==> config.mk <==
export PLATFORM = sky130hd
export DESIGN_NAME = branch_resolve_unit
export DESIGN_NICKNAME = d
export VERILOG_FILES = /design/src/rtl/branch_resolve_unit.sv
export SDC_FILE = /design/constraint.sdc
export NUM_CORES = 1
export LEC_CHECK = 0
export CAP_MARGIN = 40
export CORE_MARGIN = 4
export CORE_UTILIZATION = 40
export DETAILED_ROUTE_END_ITERATION = 12
export GPL_TIMING_DRIVEN = 0
export HOLD_SLACK_MARGIN = 0.1
export PLACE_DENSITY_LB_ADDON = 0.15
export SYNTH_ARGS = -nofsm -noshare
export SYNTH_HDL_FRONTEND = slang
export SYNTH_SLANG_ARGS = --single-unit
==> constraint.sdc <==
create_clock -name i_clk -period 11.5 [get_ports i_clk]
set_clock_uncertainty 0.15 [all_clocks]
set_input_delay 1.15 -clock i_clk [delete_from_list [all_inputs] [get_ports i_clk]]
set_output_delay 1.15 -clock i_clk [all_outputs]
set_load 0.03 [all_outputs]
==> src/rtl/branch_resolve_unit.sv <==
// branch_resolve_unit
// Execute-stage branch comparator and resolver with a 2-bit saturating BHT.
// Ports:
//   i_clk, i_rst          clock, synchronous active-high reset
//   i_pf_pc / o_pf_taken  fetch-side prediction lookup (combinational read)
//   i_rs_*                branch being resolved this cycle
//   o_res_*               registered resolve outcome, one cycle after i_rs_valid
//   o_cnt_branch          resolved legal branches (wraps)
//   o_cnt_mispredict      mispredicted legal branches (wraps)
module branch_resolve_unit #(
  parameter int unsigned XLEN        = 32,
  parameter int unsigned BHT_ENTRIES = 64,
  parameter int unsigned PC_LSB      = 2
) (
  input  logic            i_clk,
  input  logic            i_rst,
  input  logic [XLEN-1:0] i_pf_pc,
  output logic            o_pf_taken,
  input  logic            i_rs_valid,
  input  logic [XLEN-1:0] i_rs_pc,
  input  logic [XLEN-1:0] i_rs_a,
  input  logic [XLEN-1:0] i_rs_b,
  input  logic [2:0]      i_rs_funct3,
  input  logic            i_rs_pred_taken,
  output logic            o_res_valid,
  output logic            o_res_taken,
  output logic            o_res_mispredict,
  output logic            o_res_illegal,
  output logic [31:0]     o_cnt_branch,
  output logic [31:0]     o_cnt_mispredict
);

  localparam int unsigned IdxW = $clog2(BHT_ENTRIES);

  logic [1:0]      r_bht [BHT_ENTRIES];
  logic            r_res_valid;
  logic            r_res_taken;
  logic            r_res_mispredict;
  logic            r_res_illegal;
  logic [31:0]     r_cnt_branch;
  logic [31:0]     r_cnt_mispredict;

  logic [IdxW-1:0] w_pf_idx;
  logic [IdxW-1:0] w_rs_idx;
  logic            w_eq;
  logic            w_lt_s;
  logic            w_lt_u;
  logic            w_legal;
  logic            w_taken;
  logic            w_mispredict;
  logic            w_update;

  assign w_pf_idx = i_pf_pc[PC_LSB +: IdxW];
  assign w_rs_idx = i_rs_pc[PC_LSB +: IdxW];

  // No bypass: a same-cycle write to this index is seen next cycle.
  assign o_pf_taken = r_bht[w_pf_idx][1];

  assign w_eq   = (i_rs_a == i_rs_b);
  assign w_lt_s = ($signed(i_rs_a) < $signed(i_rs_b));
  assign w_lt_u = (i_rs_a < i_rs_b);

  always_comb begin
    w_taken = 1'b0;
    w_legal = 1'b1;
    case (i_rs_funct3)
      3'b000:  w_taken = w_eq;
      3'b001:  w_taken = ~w_eq;
      3'b100:  w_taken = w_lt_s;
      3'b101:  w_taken = ~w_lt_s;
      3'b110:  w_taken = w_lt_u;
      3'b111:  w_taken = ~w_lt_u;
      default: w_legal = 1'b0;
    endcase
  end

  assign w_mispredict = w_taken ^ i_rs_pred_taken;
  assign w_update     = i_rs_valid & w_legal;

  always_ff @(posedge i_clk) begin
    if (i_rst) begin
      r_bht            <= '{default: 2'b01};
      r_res_valid      <= 1'b0;
      r_res_taken      <= 1'b0;
      r_res_mispredict <= 1'b0;
      r_res_illegal    <= 1'b0;
      r_cnt_branch     <= 32'd0;
      r_cnt_mispredict <= 32'd0;
    end else begin
      r_res_valid      <= i_rs_valid;
      r_res_taken      <= w_update & w_taken;
      r_res_mispredict <= w_update & w_mispredict;
      r_res_illegal    <= i_rs_valid & ~w_legal;
      if (w_update) begin
        if (w_taken) begin
          if (r_bht[w_rs_idx] != 2'b11) r_bht[w_rs_idx] <= r_bht[w_rs_idx] + 2'd1;
        end else begin
          if (r_bht[w_rs_idx] != 2'b00) r_bht[w_rs_idx] <= r_bht[w_rs_idx] - 2'd1;
        end
        r_cnt_branch <= r_cnt_branch + 32'd1;
        if (w_mispredict) r_cnt_mispredict <= r_cnt_mispredict + 32'd1;
      end
    end
  end

  assign o_res_valid      = r_res_valid;
  assign o_res_taken      = r_res_taken;
  assign o_res_mispredict = r_res_mispredict;
  assign o_res_illegal    = r_res_illegal;
  assign o_cnt_branch     = r_cnt_branch;
  assign o_cnt_mispredict = r_cnt_mispredict;

endmodule

==> results of run 1 <==
[cell type report]
type                    instances  share of cell area [%]
multi-input cells            1007                   50.73
flip-flops and latches        196                   27.07
repair buffers                155                   10.56
inverters                      61                   1.580
clock buffers                  17                   2.935
clock inverters                15                   1.459
plain buffers                  79                   2.357
well taps                     384                   3.315
[how the worst max path moves through the flow]
stage / end
6_report: flip-flop
5_1_grt: flip-flop
4_1_cts: flip-flop
3_5_place_dp: flip-flop
3_3_place_gp: flip-flop
2_1_floorplan: o_pf_taken
[worst register-to-register path, delay by kind of cell, from the launching register on]
| family | cells | cell delay, ns |
|---|---|---|
| and+or+nand+nor | 1 | 0.74 |
| adders and majority gates | 1 | 0.33 |
| muxes | 2 | 0.41 |
| DFF | 1 | 0.34 |
| AOI/OAI and AO/OA | 8 | 2.27 |
[routing by layer]
layer / vias to the layer above / track usage (%)
met5: - / 0
met4: 2 / 7.048
met3: 74 / 4.582
met2: 489 / 39.37
met1: 5285 / 35.16
li1: 5164 / -
[logic make-up (layout without fill, tap and decap cells)]
group	Yosys count	after routing
AOI/OAI and AO/OA	203	203
xor gates and xnor gates	32	32
adders and majority gates	36	36
buffers and inverters	140	327
DFF	196	196
muxes	236	236
and+or+nand+nor	500	500
[where the power goes]
group          switching [mW]  internal, mW  leakage (nW)
combinational           0.151        0.0857          3.69
sequential            0.00352         0.682          1.58
clock                   0.337         0.304         0.305
[cell usage after synthesis, types with 7 or more instances]
cell type / number
buf_1: 13
o21ai_0: 30
nor2b_1: 16
o41ai_1: 17
and4_1: 7
xor2_1: 24
nand4_1: 25
o21a_1: 9
inv_1: 61
buf_2: 27
mux4_2: 35
nand2_1: 102
clkbuf_1: 37
a31oi_1: 8
mux2i_1: 174
nand2b_1: 74
ha_1: 36
nor3_1: 29
and3_1: 9
o22ai_1: 9
o211ai_1: 11
xnor2_1: 8
dfxtp_1: 196
mux2_2: 23
nor2_1: 173
nand3_1: 37
a21o_1: 10
nor4_1: 9
a21oi_1: 59
==> impl_metrics.tcl, run 1 <==
set metrics [dict create \
    synthArstFlopShare_pct 0 \
    fill_cells 2770 \
    routed_wl_microns 41500 \
    cts_made_buffers 17 \
    end_kind "flip-flop" \
    synth_fa_ha_area_share_pct 3.804 \
    slew_headroom_pct 36.07 \
    cpPeakStageDelay_ns 0.74 \
    ys.flop_type "dfxtp_1" \
    synth_edf_count 0 \
    io-pin-count 204 \
    synthMuxAreaShare_pct 24.06 \
    min_to "o_cnt_mispredict[31]$_SDFFE_PP0P_" \
    rows 62 \
    synth_cells 1343 \
    vias 11010 \
    synth_xor_area_share_pct 2.367 \
    cp.depth 15 \
    clock_path_buffers 2 \
    post_cts_buffers 0 \
    cap_violations 0 \
    syn-cell-area_sq_um 11840 \
    post_cts_resized 0 \
    wl_per_cell_microns 21.68 \
    leakagePower_nw 5.574 \
    cp_top_family "compound AO/OA/AOI/OAI gates" \
    cts.htree.levels 4 \
    firstDrtPassIters 6 \
    fin_cells 1914 \
    setup_slack_ns 4.746 \
    clk_pin_slew_ns 0.09 \
    worstSkewPairLatency_ns 0.45 \
    rr_startpoint "r_bht[45]$_SDFFE_PP0P_" \
    placed_area_sq_um 13860 \
    ir_drop_mv 0.08491 \
    hold_depth 2 \
    critPathBufInv 4 \
    cp-startpoint "i_rs_pc[3]" \
    grt_pass1_wl_microns 64460 \
    syn-num-nets 1514 \
    wl_met3_microns 3420 \
    outcome "completed" \
    synth_area_per_cell_sq_um 8.816 \
    finalHoldViolCount 0 \
    initial_utilization_pct 40.92 \
    worst_pin_slew_ns 0.9590 \
    wl_met2_microns 18850 \
    antenna_found_initial 1 \
    final_cell_mix "dfxtp_1 (196), mux2i_1 (174), nor2_1 (173)" \
    layout_commonest_cell "dfxtp_1" \
    n_antenna_cell 0 \
    postRouteAntennaNets 0 \
    crit_fanout 10 \
    fin_hold_ws_ns 0.3435 \
    synth_compound_area_share_pct 11.46 \
    grt_pass1_vias 10700 \
    rrSetupSlack_ns 7.12 \
    numPortBuffers 146 \
    grt_usage_pct 24.94 \
    cts_tree "built" \
    synth_top_family_by_area "multiplexers" \
    max_clock_freq_mhz 148.1 \
    stdcell_area_sq_um 14490 \
    hpwl_microns 31110 \
    worstPathRequired_ns 11.65 \
    preCtsSetupSlack_ns 4.607 \
    drc_errors 0 \
    ys_ff_latch 196 \
    critical_path_arrival_ns 6.91 \
    cts-root-buf "clkbuf_16" \
    core_area_sq_um 28940 \
    dieArea_sq_um 32420 \
    place_congestion 1.004 \
    rsz0062_at_grt "false" \
    yosysWarnings 0 \
    ys_types 67 \
    clkSinkCount 196 \
    die_w_microns 180.0 \
    grt_overflow 0 \
    synth_top_area_cell "dfxtp_1" \
    hold_start "o_cnt_mispredict[31]$_SDFFE_PP0P_" \
    seq_area_frac_synth_pct 33.14 \
    worstPathCellList "buf_2 > buf_1 > buf_2 > buf_1 > mux2i_1 > o22ai_1 > o21ai_0 > o21ai_0 > o21ai_0 > o211ai_1 > ha_1 > nor4_1 > o21ai_0 > a211o_1 > mux2i_1" \
    reg2reg_depth 12 \
    multiInputGateArea_sq_um 7352 \
    synth_simple_gate_area_share_pct 20.35 \
    syn_to_final_growth_pct 22.41 \
    cts.hold.buffers_added 0 \
    cpMaxStageDelayCell "nor4_1" \
    wl_met1_microns 18180 \
    highest_layer "met5" \
    vias_per_cell 5.754 \
    start_kind "input pin" \
    drive_gt1_share_pct 9.085 \
    grt_start_max_net_pins 24 \
    crit_top_cell "o21ai_0" \
    critical_path_class "in -> reg" \
    p_total_mw 1.563 \
    yosys.area.top_type_share_pct 33.14 \
    setup_viol 0 \
    min_period_ns 6.754 \
    slew_viol_final 0 \
    final.setup.tns_ns 0 \
    dp.cells 1882 \
    dieHeight_microns 180.0 \
    final_util_pct 50.09 \
    synth.area.top_cells "dfxtp_1 (33%), mux2i_1 (15%), mux4_2 (6.7%)" \
    seqCellArea_sq_um 3924 \
    drt_iter0_drc 1008 \
    nets 1688 \
    finalCritPeriodShare_pct 58.73 \
    hold_class "reg -> reg" \
    power_density_nw_per_um2 107.8 \
]
Note: power is estimated with default switching activity, not from simulation.
==> run 2, diff against run 1 <==
==> constraint.sdc (replaced) <==
create_clock -name i_clk -period 5.5 [get_ports i_clk]
set_clock_uncertainty 0.15 [all_clocks]
set_input_delay 0.55 -clock i_clk [delete_from_list [all_inputs] [get_ports i_clk]]
set_output_delay 0.55 -clock i_clk [all_outputs]
set_load 0.03 [all_outputs]
==> run 2 against run 1 <==
Register-to-register slack got worse by 5.9 ns. Cell count hardly changed. Wire length is essentially flat. First-iteration DRC count shrank 6.6%. Count of clock-buffer cells in the layout stayed put. Sequential power up 110%. Critical path depth fell by 1. Total power rose by 110%. Via count decreased by 0.38%. Clock power up 110%. Setup slack worse by 4.7 ns. Die area unchanged. Highest routed layer unchanged.
==> impl_metrics.tcl, run 2 (same netlist as run 1, synthesis figures left out) <==
set metrics [dict create \
    outcome "completed" \
    syn_to_final_growth_pct 22.43 \
    hold_class "reg -> reg" \
    numPortBuffers 146 \
    hold_depth 2 \
    firstDrtPassIters 6 \
    finalHoldViolCount 0 \
    cap_violations 0 \
    power_density_nw_per_um2 225.5 \
    slew_viol_final 0 \
    cts.htree.levels 4 \
    setup_viol 0 \
    rsz0062_at_grt "false" \
    vias_per_cell 5.735 \
    drc_errors 0 \
    grt_usage_pct 24.94 \
    grt_start_max_net_pins 24 \
    wl_per_cell_microns 21.67 \
    post_cts_buffers 0 \
    leakagePower_nw 5.579 \
    nets 1687 \
    clkSinkCount 196 \
    layout_commonest_cell "dfxtp_1" \
    ir_drop_mv 0.1779 \
    die_w_microns 180.0 \
    rows 62 \
    reg2reg_depth 12 \
    vias 10970 \
    rrSetupSlack_ns 1.24 \
    place_congestion 1.004 \
    drt_iter0_drc 941 \
    final_util_pct 50.10 \
    finalCritPeriodShare_pct 98.76 \
    hpwl_microns 31110 \
    fill_cells 2768 \
    preCtsSetupSlack_ns -0.7931 \
    hold_start "o_cnt_mispredict[31]$_SDFFE_PP0P_" \
    rr_startpoint "r_bht[45]$_SDFFE_PP0P_" \
    slew_headroom_pct 34.03 \
    core_area_sq_um 28940 \
    cts-root-buf "clkbuf_16" \
    postRouteAntennaNets 0 \
    initial_utilization_pct 40.92 \
    critical_path_arrival_ns 5.58 \
    drive_gt1_share_pct 9.222 \
    final_cell_mix "dfxtp_1 (196), mux2i_1 (174), nor2_1 (173)" \
    n_antenna_cell 0 \
    cts_tree "built" \
    worstSkewPairLatency_ns 0.45 \
    grt_overflow 0 \
    cts_made_buffers 17 \
    crit_fanout 10 \
    max_clock_freq_mhz 184.1 \
    dieHeight_microns 180.0 \
    setup_slack_ns 0.06844 \
    end_kind "flip-flop" \
    dieArea_sq_um 32420 \
    min_period_ns 5.432 \
    min_to "o_cnt_mispredict[31]$_SDFFE_PP0P_" \
    worstPathRequired_ns 5.65 \
    clock_path_buffers 2 \
    grt_pass1_vias 10700 \
    grt_pass1_wl_microns 64460 \
    start_kind "input pin" \
    cts.hold.buffers_added 0 \
    antenna_found_initial 1 \
    critical_path_class "in -> reg" \
    p_total_mw 3.268 \
    final.setup.tns_ns 0 \
    io-pin-count 204 \
    routed_wl_microns 41460 \
    clk_pin_slew_ns 0.09 \
    worst_pin_slew_ns 0.9895 \
]
==> run 2: cell count changes in the layout (fill, tap and decap cells not counted) <==
cell,before,now
buf_1,13,11
buf_2,31,32
nor3_1,29,28
nor3_2,1,2
o21ai_0,30,29
o21ai_1,3,4
==> run 2: how the worst max path moves through the flow <==
stage	endpoint	slack, ns	cells past startpoint	startpoint
2_1_floorplan	flip-flop	1.33	15	i_rs_pc[3]
3_3_place_gp	flip-flop	-1.52	15	i_rs_pc[3]
3_5_place_dp	flip-flop	-0.79	15	i_rs_pc[3]
4_1_cts	flip-flop	0.11	15	i_rs_pc[3]
5_1_grt	flip-flop	0.05	15	i_rs_pc[3]
6_report	flip-flop	0.07	14	i_rs_pc[4]
==> run 2: timing repair <==
item	in CTS	in global routing
setup endpoints to repair	15	38
gates resized for setup	2	1
pin swaps	0	0
==> run 2: area by class of cell <==
type / instances / area [sq um] / area share (%)
buffer: 78 / 339.1 / 2.339
timing repair buffer: 155 / 1530 / 10.56
multi-input combinational: 1007 / 7357 / 50.75
sequential: 196 / 3924 / 27.07
clock buffer: 17 / 425.4 / 2.935
clock inverter: 15 / 211.5 / 1.459
inverter: 61 / 229.0 / 1.579
tap: 384 / 480.5 / 3.314
==> run 2: where the power goes <==
group / switching, mW / internal [mW] / leakage (nW) / total (mW)
Clock: 0.704 / 0.635 / 0.305 / 1.34
Combinational: 0.317 / 0.179 / 3.69 / 0.496
Sequential: 0.00736 / 1.43 / 1.58 / 1.43
Total: 1.03 / 2.24 / 5.58 / 3.27
==> run 2: critical path: stages <==
cell and delay (ns):
buf_2 0.37, buf_2 0.36, buf_2 0.36, buf_1 0.65
mux4_2 0.41, mux2i_1 0.21, nor3b_1 0.08, o21ai_0 0.29
o211ai_1 0.19, ha_1 0.33, nor4_1 0.75, o21ai_1 0.42
a211o_1 0.45, mux2i_1 0.13
==> run 2: layer usage <==
layer | share of wire, % | global-route usage [%]
met4 | 2.5 | 7.048
met5 | 0.031 | 0
met2 | 45 | 39.37
met1 | 44 | 35.16
met3 | 8.0 | 4.582
==> run 2: metrics by stage <==
step / std cells / area [sq um] / hold slack (ns)
2_1_floorplan: 1343 / 11840 / 0.3039
3_3_place_gp: 1873 / 13780 / 0.3207
3_5_place_dp: 1882 / 13860 / 0.3298
4_1_cts: 1914 / 14500 / 0.3458
5_1_grt: 1913 / 14500 / 0.3671
6_report: 1913 / 14500 / 0.3411
